<file path="src/rtl/uart_fifo_pkg.sv">
// rtl/uart_fifo_pkg.sv - shared constants for the UART receive FIFO
package uart_fifo_pkg;

    localparam int DATA_LSB = 0;
    localparam int DATA_MSB = 7;
    localparam int PE_BIT   = 8;
    localparam int FE_BIT   = 9;

    // FCR[7:6] receiver trigger field
    typedef enum logic [1:0] {
        FCR_TRIG_1  = 2'b00,
        FCR_TRIG_4  = 2'b01,
        FCR_TRIG_8  = 2'b10,
        FCR_TRIG_14 = 2'b11
    } fcr_trig_e;

    localparam logic [4:0] THR_TRIG_1  = 5'd1;
    localparam logic [4:0] THR_TRIG_4  = 5'd4;
    localparam logic [4:0] THR_TRIG_8  = 5'd8;
    localparam logic [4:0] THR_TRIG_14 = 5'd14;

    function automatic logic [4:0] fcr_to_thr(input fcr_trig_e trig);
        logic [4:0] thr;
        thr = THR_TRIG_1;
        case (trig)
            FCR_TRIG_1:  thr = THR_TRIG_1;
            FCR_TRIG_4:  thr = THR_TRIG_4;
            FCR_TRIG_8:  thr = THR_TRIG_8;
            FCR_TRIG_14: thr = THR_TRIG_14;
            default:     thr = THR_TRIG_1;
        endcase
        return thr;
    endfunction

endpackage

</file>
<file path="src/rtl/fifo_dpram.sv">
// rtl/fifo_dpram.sv - one synchronous write port, one asynchronous read port
module fifo_dpram #(
    parameter int DATA_WIDTH    = 10,
    parameter int POINTER_WIDTH = 4
) (
    input  logic                     clk,
    input  logic                     we,
    input  logic [POINTER_WIDTH-1:0] waddr,
    input  logic [DATA_WIDTH-1:0]    wdata,
    input  logic [POINTER_WIDTH-1:0] raddr,
    output logic [DATA_WIDTH-1:0]    rdata
);

    localparam int DEPTH = 1 << POINTER_WIDTH;

    logic [DATA_WIDTH-1:0] mem [DEPTH];

    always_ff @(posedge clk) begin
        if (we) begin
            mem[waddr] <= wdata;
        end
    end

    assign rdata = mem[raddr];

endmodule

</file>
<file path="src/rtl/rx_fifo_lvl.sv">
// rtl/rx_fifo_lvl.sv - UART receive FIFO with fill level, trigger threshold and sticky errors
module rx_fifo_lvl
    import uart_fifo_pkg::*;
#(
    parameter int DATA_WIDTH    = 10,
    parameter int POINTER_WIDTH = 4,
    parameter int FWFT          = 1,
    parameter int RESET_THR     = 1
) (
    input  logic                     clk,
    input  logic                     rst_n,
    input  logic                     wr,
    input  logic [DATA_WIDTH-1:0]    data_in,
    input  logic                     rd,
    output logic [DATA_WIDTH-1:0]    data_out,
    input  logic                     flush,
    input  logic [POINTER_WIDTH:0]   thr_level,
    input  logic                     clr_err,
    output logic                     fifo_empty,
    output logic                     fifo_full,
    output logic [POINTER_WIDTH:0]   fifo_level,
    output logic                     fifo_thr,
    output logic                     fifo_ov,
    output logic                     fifo_ud
);

    localparam int PW = POINTER_WIDTH;
    localparam logic [PW:0] DEPTH_L     = {1'b1, {PW{1'b0}}};
    localparam logic [PW:0] RESET_THR_L = RESET_THR[PW:0];

    logic [PW:0]           w_ptr;
    logic [PW:0]           r_ptr;
    logic                  re;
    logic                  we;
    logic                  ov_set;
    logic                  ud_set;
    logic [PW:0]           next_level;
    logic [PW:0]           eff_thr;
    logic [DATA_WIDTH-1:0] rd_data;

    assign fifo_empty = (w_ptr == r_ptr);
    assign fifo_full  = (w_ptr[PW] != r_ptr[PW]) && (w_ptr[PW-1:0] == r_ptr[PW-1:0]);

    // A full FIFO still takes a write when the head is popped in the same cycle.
    assign re     = rd & ~fifo_empty;
    assign we     = wr & (~fifo_full | re);
    assign ov_set = wr & fifo_full & ~re;
    assign ud_set = rd & fifo_empty;

    always_comb begin
        next_level = fifo_level;
        case ({we, re})
            2'b10:   next_level = fifo_level + 1'b1;
            2'b01:   next_level = fifo_level - 1'b1;
            default: next_level = fifo_level;
        endcase
    end

    always_comb begin
        eff_thr = thr_level;
        if (thr_level == '0) begin
            eff_thr = RESET_THR_L;
        end else if (thr_level > DEPTH_L) begin
            eff_thr = DEPTH_L;
        end
    end

    always_ff @(posedge clk) begin
        if (!rst_n || flush) begin
            w_ptr      <= '0;
            r_ptr      <= '0;
            fifo_level <= '0;
            fifo_thr   <= 1'b0;
            fifo_ov    <= 1'b0;
            fifo_ud    <= 1'b0;
        end else begin
            if (we) begin
                w_ptr <= w_ptr + 1'b1;
            end
            if (re) begin
                r_ptr <= r_ptr + 1'b1;
            end
            fifo_level <= next_level;
            fifo_thr   <= (next_level >= eff_thr);
            // A new error event wins over a clear arriving in the same cycle.
            fifo_ov    <= ov_set | (fifo_ov & ~clr_err);
            fifo_ud    <= ud_set | (fifo_ud & ~clr_err);
        end
    end

    fifo_dpram #(
        .DATA_WIDTH    (DATA_WIDTH),
        .POINTER_WIDTH (PW)
    ) u_mem (
        .clk   (clk),
        .we    (we & rst_n & ~flush),
        .waddr (w_ptr[PW-1:0]),
        .wdata (data_in),
        .raddr (r_ptr[PW-1:0]),
        .rdata (rd_data)
    );

    generate
        if (FWFT != 0) begin : g_fwft
            assign data_out = rd_data;
        end else begin : g_reg
            logic [DATA_WIDTH-1:0] dout_q;

            always_ff @(posedge clk) begin
                if (!rst_n) begin
                    dout_q <= '0;
                end else if (re && !flush) begin
                    dout_q <= rd_data;
                end
            end

            assign data_out = dout_q;
        end
    endgenerate

endmodule

</file>
<file path="config.mk">
export PLATFORM = sky130hd
export DESIGN_NAME = rx_fifo_lvl
export DESIGN_NICKNAME = d
export VERILOG_FILES = /design/src/rtl/uart_fifo_pkg.sv /design/src/rtl/fifo_dpram.sv /design/src/rtl/rx_fifo_lvl.sv
export SDC_FILE = /design/constraint.sdc
export NUM_CORES = 1
export LEC_CHECK = 0
export ABC_AREA = 1
export CORE_UTILIZATION = 30
export DETAILED_ROUTE_END_ITERATION = 8
export DONT_BUFFER_PORTS = 1
export PLACE_DENSITY = 0.51
export SYNTH_ARGS = -nofsm -noshare
export SYNTH_HDL_FRONTEND = slang
export SYNTH_SLANG_ARGS = --single-unit
</file>
<file path="constraint.sdc">
create_clock -name clk -period 3.45 [get_ports clk]
set_input_delay 0.5175 -clock clk [delete_from_list [all_inputs] [get_ports clk]]
set_output_delay 0.5175 -clock clk [all_outputs]
set_load 0.005 [all_outputs]
</file>
==> results of run 1 <==
==> registers in the layout (all words and copies together), names as in the netlist, named ones only <==
signal and count:
fifo_level 5, fifo_thr 1, fifo_ud 1, fifo_ov 1
u_mem.mem 160, r_ptr 5, w_ptr 5
==> logic make-up after synthesis <==
kind of cell / Yosys count / synth area share, %
buf+inv: 102 / 5.055
mux: 40 / 5.168
simple gates: 127 / 8.027
flops: 182 / 67.70
xor+xnor: 3 / 0.3392
fa+ha+maj: 14 / 2.358
compound gates: 154 / 11.35
==> per-layer routing <==
metal | track usage [%] | wire length (um) | up-vias
met4 | 3.781 | 174 | 0
met3 | 3.947 | 1165 | 11
met2 | 23.64 | 8711 | 109
li1 | - | - | 2278
met5 | 0 | 0 | -
met1 | 18.84 | 8043 | 2338
==> layout make-up <==
type / instances / area share (%)
clock inverter: 14 / 1.596
inverter: 74 / 3.136
timing repair buffer: 28 / 2.514
multi-input combinational: 338 / 24.00
sequential: 182 / 59.25
clock buffer: 18 / 4.845
tap: 330 / 4.661
==> stage by stage <==
step / std cells / cell area [um2]
floorplan: 622 / 7747
global placement: 952 / 8288
detailed placement: 952 / 8288
CTS: 984 / 8859
global route: 984 / 8859
finish: 984 / 8859
==> report_power, final <==
| group | total, uW | internal, uW | switching, uW |
|---|---|---|---|
| clock network | 1880 | 1020 | 866 |
| logic | 190 | 68.6 | 122 |
| registers | 2410 | 2400 | 9.30 |
==> worst max-delay path by stage <==
stage | startpoint | to | cells after the start
final | w_ptr[1] | fifo_thr | 19
after global routing | w_ptr[1] | fifo_thr | 18
after CTS | w_ptr[1] | fifo_thr | 19
after detailed placement | w_ptr[0] | fifo_thr | 19
after global placement | w_ptr[1] | fifo_thr | 19
after floorplan | w_ptr[1] | fifo_thr | 19
==> cells in the final DEF, fill, tap and decap left out, types with 13 or more instances in the layout <==
cell	Yosys	final
edfxtp_1	160	160
inv_1	69	69
o21ai_0	58	58
nand2_1	55	55
a21oi_1	53	53
mux2i_1	40	40
o211ai_1	40	40
buf_4	0	27
nand3_1	25	25
nor2_1	24	24
dfxtp_1	22	21
clkbuf_16	0	17
ha_1	13	13
==> critical path: cells and delay by family, from the launching register on <==
family          cells  cell delay, ps
simple gates        8             800
fa+ha+maj           2             620
compound gates      4             520
flops               1             430
buf+inv             4             290
xor+xnor            1             150
==> metrics.md, run 1 <==
| Metric | Value |
|---|---|
| Grt ovf | `0` |
| CTS tree | `built` |
| Leakage power | `0.003051 uW` |
| CTS buffer count | `17` |
| Vias in the first global route | `4,678` |
| Slew Viols, Final | `0` |
| CTS clk-pin slew, worst paths | `70 ps` |
| Layout Skew | `8.420 ps` |
| Final Cycle Share | `84.60%` |
| Crit path arrival time | `3240 ps` |
| Post-cts resize count | `0` |
| Final HPWL DP | `11,030 um` |
| Setup violations, final | `0` |
| Minimum clock period | `2919 ps` |
| Synth async-reset ratio | `0%` |
| Drt first pass iters | `4` |
| Number of max-cap violations | `0` |
| Sink of the worst hold path | `u_mem.mem[0][8]` |
| Multi-input gate area | `2126 um2` |
| Setup crit end kind | `flip-flop` |
| Post-route DRC | `0` |
| I/O pins | `41` |
| Row count | `58` |
| Slew HR | `50.63%` |
| Pwr per Cell Area | `506.4 nW/um2` |
| Clk buf depth | `2` |
| Final core utilization | `35.08%` |
| Ratio of cells with drive above 1 in the final layout | `12.23%` |
| Die X | `162.7 um` |
| RR Endpoint | `fifo_thr` |
| Hold crit path type | `in2reg` |
| Worst reg-to-reg setup slack | `530 ps` |
| GRT Util Overall | `14.46%` |
| Final net count | `676` |
| Die ar. | `26,470 um2` |
| Slew of the pin with the lowest slew margin | `739.7 ps` |
| Hold Path Stages | `0` |
| TNS Setup | `0 ps` |
| Netlist Area Pre-Place | `7747 um2` |
| First-pass GRT wire length | `27,680 um` |
| Avg WL per Cell | `18.39 um` |
| FF-to-FF Start | `w_ptr[1]` |
| Syn. warnings | `0` |
| Register-to-Register Path Depth | `19` |
| Largest net degree at the start of global routing | `80` |
| Run status | `complete, no violations` |
| Crit Path Class | `reg2reg` |
| Initial DRC count | `373` |
| RD Place Congestion | `0.8051` |
| Root Buffer | `clkbuf_16` |
| Post-synth top cells | `edfxtp_1, inv_1, o21ai_0` |
| Clk sinks | `182` |
| Worst path cell trace | `inv_2 -> nand2_1 -> nand2_1 -> nor2_2 -> nand3_4 -> nand3_4 -> inv_1 -> ha_1 -> a21oi_1 -> nand2_1 -> xor2_1 -> inv_1 -> nand2_1 -> o21ai_2 -> inv_1 -> ha_1 -> a21o_1 -> a21oi_1 -> nor2_1` |
| Synth cell types | `35` |
| Pre-CTS setup slack | `542.0 ps` |
| Final Hold Viols | `0` |
| Leading area contributor after synthesis | `edfxtp_1` |
| WL final | `18,090 um` |
| Syn avg cell area | `12.46 um2` |
| Worst Path Max Fanout | `7` |
| Crit path setup slack, layout | `531.5 ps` |
| Seq/Total Area, Yosys | `67.70%` |
| Worst ir drop on vdd | `247.9 uV` |
| Fmax achieved | `342.6 MHz` |
| Routed Antenna Nets | `0` |
| Initial Utilization | `30.68%` |
| Most frequent cell after synthesis | `edfxtp_1` |
| Post-Syn Nets | `657` |
| Initial antenna violation count | `0` |
| Startpoint types | `flip-flop` |
| Required time of the critical path | `3770 ps` |
| EDFF count, synth | `160` |
| I/O Buffers | `0` |
| RSZ-0062 raised after global routing | `no` |
| HP Start | `data_in[8]` |
| Hold slack | `181.9 ps` |
| Sequential cell area | `5249 um2` |
| Largest cells by area after synthesis | `edfxtp_1, dfxtp_1, mux2i_1` |
| Max incr delay on CP | `430 ps` |
| Synth Flop Type | `edfxtp_1` |
| Final Power | `4486 uW` |
| Area share of the largest cell type after synthesis | `62.02%` |
| Via count | `4,736` |
| Area growth, synth to finish | `14.34%` |
| Yosys reg bits | `182` |
| Crit-path slowest cell | `dfxtp_1` |
| Cts hold-fix bufs | `0` |
| Antenna Cells | `0` |
| Via density | `4.813` |
| H-tree Lvls | `4` |
| Fillers | `2,478` |
| Post-CTS Setup Inserts | `0` |
| Core area | `25,250 um2` |
| Clk Latency, worst-skew pair | `430 ps` |
| Synth Instances | `622` |
| Most frequent CP cell | `nand2_1` |
| Die height | `162.7 um` |
Power figures use the tool's default switching activity.
==> run 2, diff against run 1 <==
==> constraint.sdc (replaced) <==
create_clock -name clk -period 2.9 [get_ports clk]
set_input_delay 0.435 -clock clk [delete_from_list [all_inputs] [get_ports clk]]
set_output_delay 0.435 -clock clk [all_outputs]
set_load 0.005 [all_outputs]
==> run 2 against run 1 <==
Compared with the run above: flip-flop and latch count unchanged; die area unchanged; worst setup slack got worse by 350 ps; count of clock-buffer cells in the layout decreased by 1; power increased by 20%; wire length fell by 0.83%; sequential power grew 19%; hold slack got worse by 86 ps; highest routed layer unchanged.
==> metrics.md, run 2 (synthesis gave the netlist of run 1 again) <==
| Metric | Value |
|---|---|
| Run status | `complete, no violations` |
| I/O Buffers | `0 (unchanged)` |
| Slew of the pin with the lowest slew margin | `763.5 ps (+23.79 ps)` |
| Minimum clock period | `2723 ps (-195.9 ps)` |
| RD Place Congestion | `0.7868 (-2.3%)` |
| Die X | `162.7 um (unchanged)` |
| Fillers | `2,482 (+0.16%)` |
| Via density | `4.862 (+1.0%)` |
| Core area | `25,250 um2 (unchanged)` |
| Slew HR | `49.04% (-1.6 points)` |
| Via count | `4,794 (+1.2%)` |
| Final Cycle Share | `93.88% (+9.3 points)` |
| Crit path arrival time | `3040 ps (-200 ps)` |
| Setup violations, final | `0 (unchanged)` |
| Largest net degree at the start of global routing | `72 (-10%)` |
| I/O pins | `41 (unchanged)` |
| Most frequent CP cell | `inv_1` |
| Max reg flops | `160 (unchanged)` |
| TNS Setup | `0 ps (unchanged)` |
| Die height | `162.7 um (unchanged)` |
| Hold crit path type | `in2reg` |
| Post-route DRC | `0 (unchanged)` |
| Final Hold Viols | `0 (unchanged)` |
| Row count | `58 (unchanged)` |
| Die ar. | `26,470 um2 (unchanged)` |
| Commonest non-fill, non-tap cell in the layout | `edfxtp_1` |
| Clk Latency, worst-skew pair | `430 ps (about the same)` |
| Placed Instances | `952 (unchanged)` |
| Grt ovf | `0 (unchanged)` |
| Most flops, register | `u_mem.mem` |
| Antenna Cells | `0 (unchanged)` |
| H-tree Lvls | `4 (unchanged)` |
| WL final | `17,940 um (-0.83%)` |
| Number of max-cap violations | `0 (unchanged)` |
| Crit-path slowest cell | `dfxtp_1` |
| Crit Path Class | `reg2reg` |
| Worst ir drop on vdd | `361.5 uV (+46%)` |
| Most frequent cells in the layout | `edfxtp_1, inv_1, o21ai_0` |
| Initial antenna violation count | `0 (unchanged)` |
| Required time of the critical path | `3210 ps (-560 ps)` |
| Final net count | `678 (+0.30%)` |
| Worst path cell trace | `xor2_2 -> inv_1 -> nand3_4 -> nand3_4 -> inv_1 -> ha_4 -> a21oi_1 -> nand2_1 -> xor2_1 -> inv_1 -> nand2_1 -> o21ai_2 -> inv_1 -> ha_1 -> a21o_1 -> a21oi_1 -> nor2_1` |
| Max incr delay on CP | `430 ps (about the same)` |
| First-pass GRT wire length | `27,200 um (-1.7%)` |
| Fmax achieved | `367.3 MHz (+7.2%)` |
| Worst Path Max Fanout | `5 (-2)` |
| CTS tree | `built` |
| Area growth, synth to finish | `15.52%` |
| Vias in the first global route | `4,698 (+0.43%)` |
| GRT Util Overall | `14.18% (-0.27 points)` |
| Setup crit end kind | `flip-flop` |
| Crit path setup slack, layout | `177.3 ps (-354.1 ps)` |
| Cell Count, Final, Fillers Out | `986 (+0.20%)` |
| Leakage power | `0.003070 uW (+0.62%)` |
| Slew Viols, Final | `0 (unchanged)` |
| Routed Antenna Nets | `0 (unchanged)` |
| Initial DRC count | `392 (+5.1%)` |
| Drt first pass iters | `5 (+1)` |
| Clk sinks | `182 (unchanged)` |
| CTS clk-pin slew, worst paths | `80 ps (about the same)` |
| Avg WL per Cell | `18.20 um (-1.0%)` |
| CTS buffer count | `17 (unchanged)` |
| Ratio of cells with drive above 1 in the final layout | `14.48% (+2.2 points)` |
| Cts hold-fix bufs | `0 (unchanged)` |
| Pwr per Cell Area | `600.0 nW/um2 (+18%)` |
| Startpoint types | `flip-flop` |
| Final HPWL DP | `11,100 um (+0.62%)` |
| Root Buffer | `clkbuf_16` |
| Layout Skew | `12.93 ps (+4.514 ps)` |
| RSZ-0062 raised after global routing | `no` |
| Clk buf depth | `2 (unchanged)` |
| Initial Utilization | `30.68% (unchanged)` |
| Pre-CTS setup slack | `3.784 ps (-538.2 ps)` |
run 2: changes by cell type in the layout (fill, tap and decap cells not counted), sizes merged:
cell    delta
buf        +2
clkbuf     -1
clkinv     -1
inv        +2
run 2: final cells by class:
class	count	area, um2	share of cell area (%)
clock buffers	17	425.4	4.753
clock inverters	15	153.9	1.720
inverters	74	277.8	3.104
multi-input cells	338	2171	24.26
flip-flops and latches	182	5259	58.76
well taps	330	412.9	4.613
repair buffers	30	250.2	2.796
run 2: final timing paths:
kind                   start               to  slack [ps]  cells past startpoint
hold / removal    data_in[5]  u_mem.mem[5][5]         100                      0
hold reg to reg      fifo_ov          fifo_ov         490                      2
setup reg to reg    r_ptr[4]         fifo_thr         180                     17
setup / recovery    r_ptr[4]         fifo_thr         180                     17
run 2: per-stage QoR:
stage	util [%]	area, um2	hold slack, ps	power [uW]
2_1_floorplan	-	7747	459.7	3099
3_3_place_gp	32.87	8300	478.0	3153
3_5_place_dp	32.87	8300	477.6	3161
4_1_cts	35.17	8881	80.60	5415
5_1_grt	35.44	8950	70.73	5559
6_report	35.44	8950	95.96	5370
run 2: worst max-delay path, delay by kind of cell, from the launching register on:
family / cells / cell delay [ps]
xor+xnor: 2 / 330
simple gates: 5 / 420
compound gates: 4 / 490
buf+inv: 4 / 400
flops: 1 / 430
fa+ha+maj: 2 / 540
run 2: where the power goes:
group | internal, uW | switching, uW | total, uW
Combinational | 89.0 | 148 | 237
Sequential | 2860 | 11.8 | 2870
Clock | 1220 | 1040 | 2260
run 2: per-layer routing:
metal	wire length [um]	global-route usage (%)
met1	8133	18.18
met2	8555	23.02
met3	755	3.234
met4	498	5.905
met5	0	0
run 2: repair_timing:
| action | 4_1_cts | 5_1_grt |
|---|---|---|
| resized for setup | 1 | 13 |
| endpoints found under the setup margin | 1 | 1 |
| setup buffers | 0 | 2 |
| pin swaps | 0 | 1 |
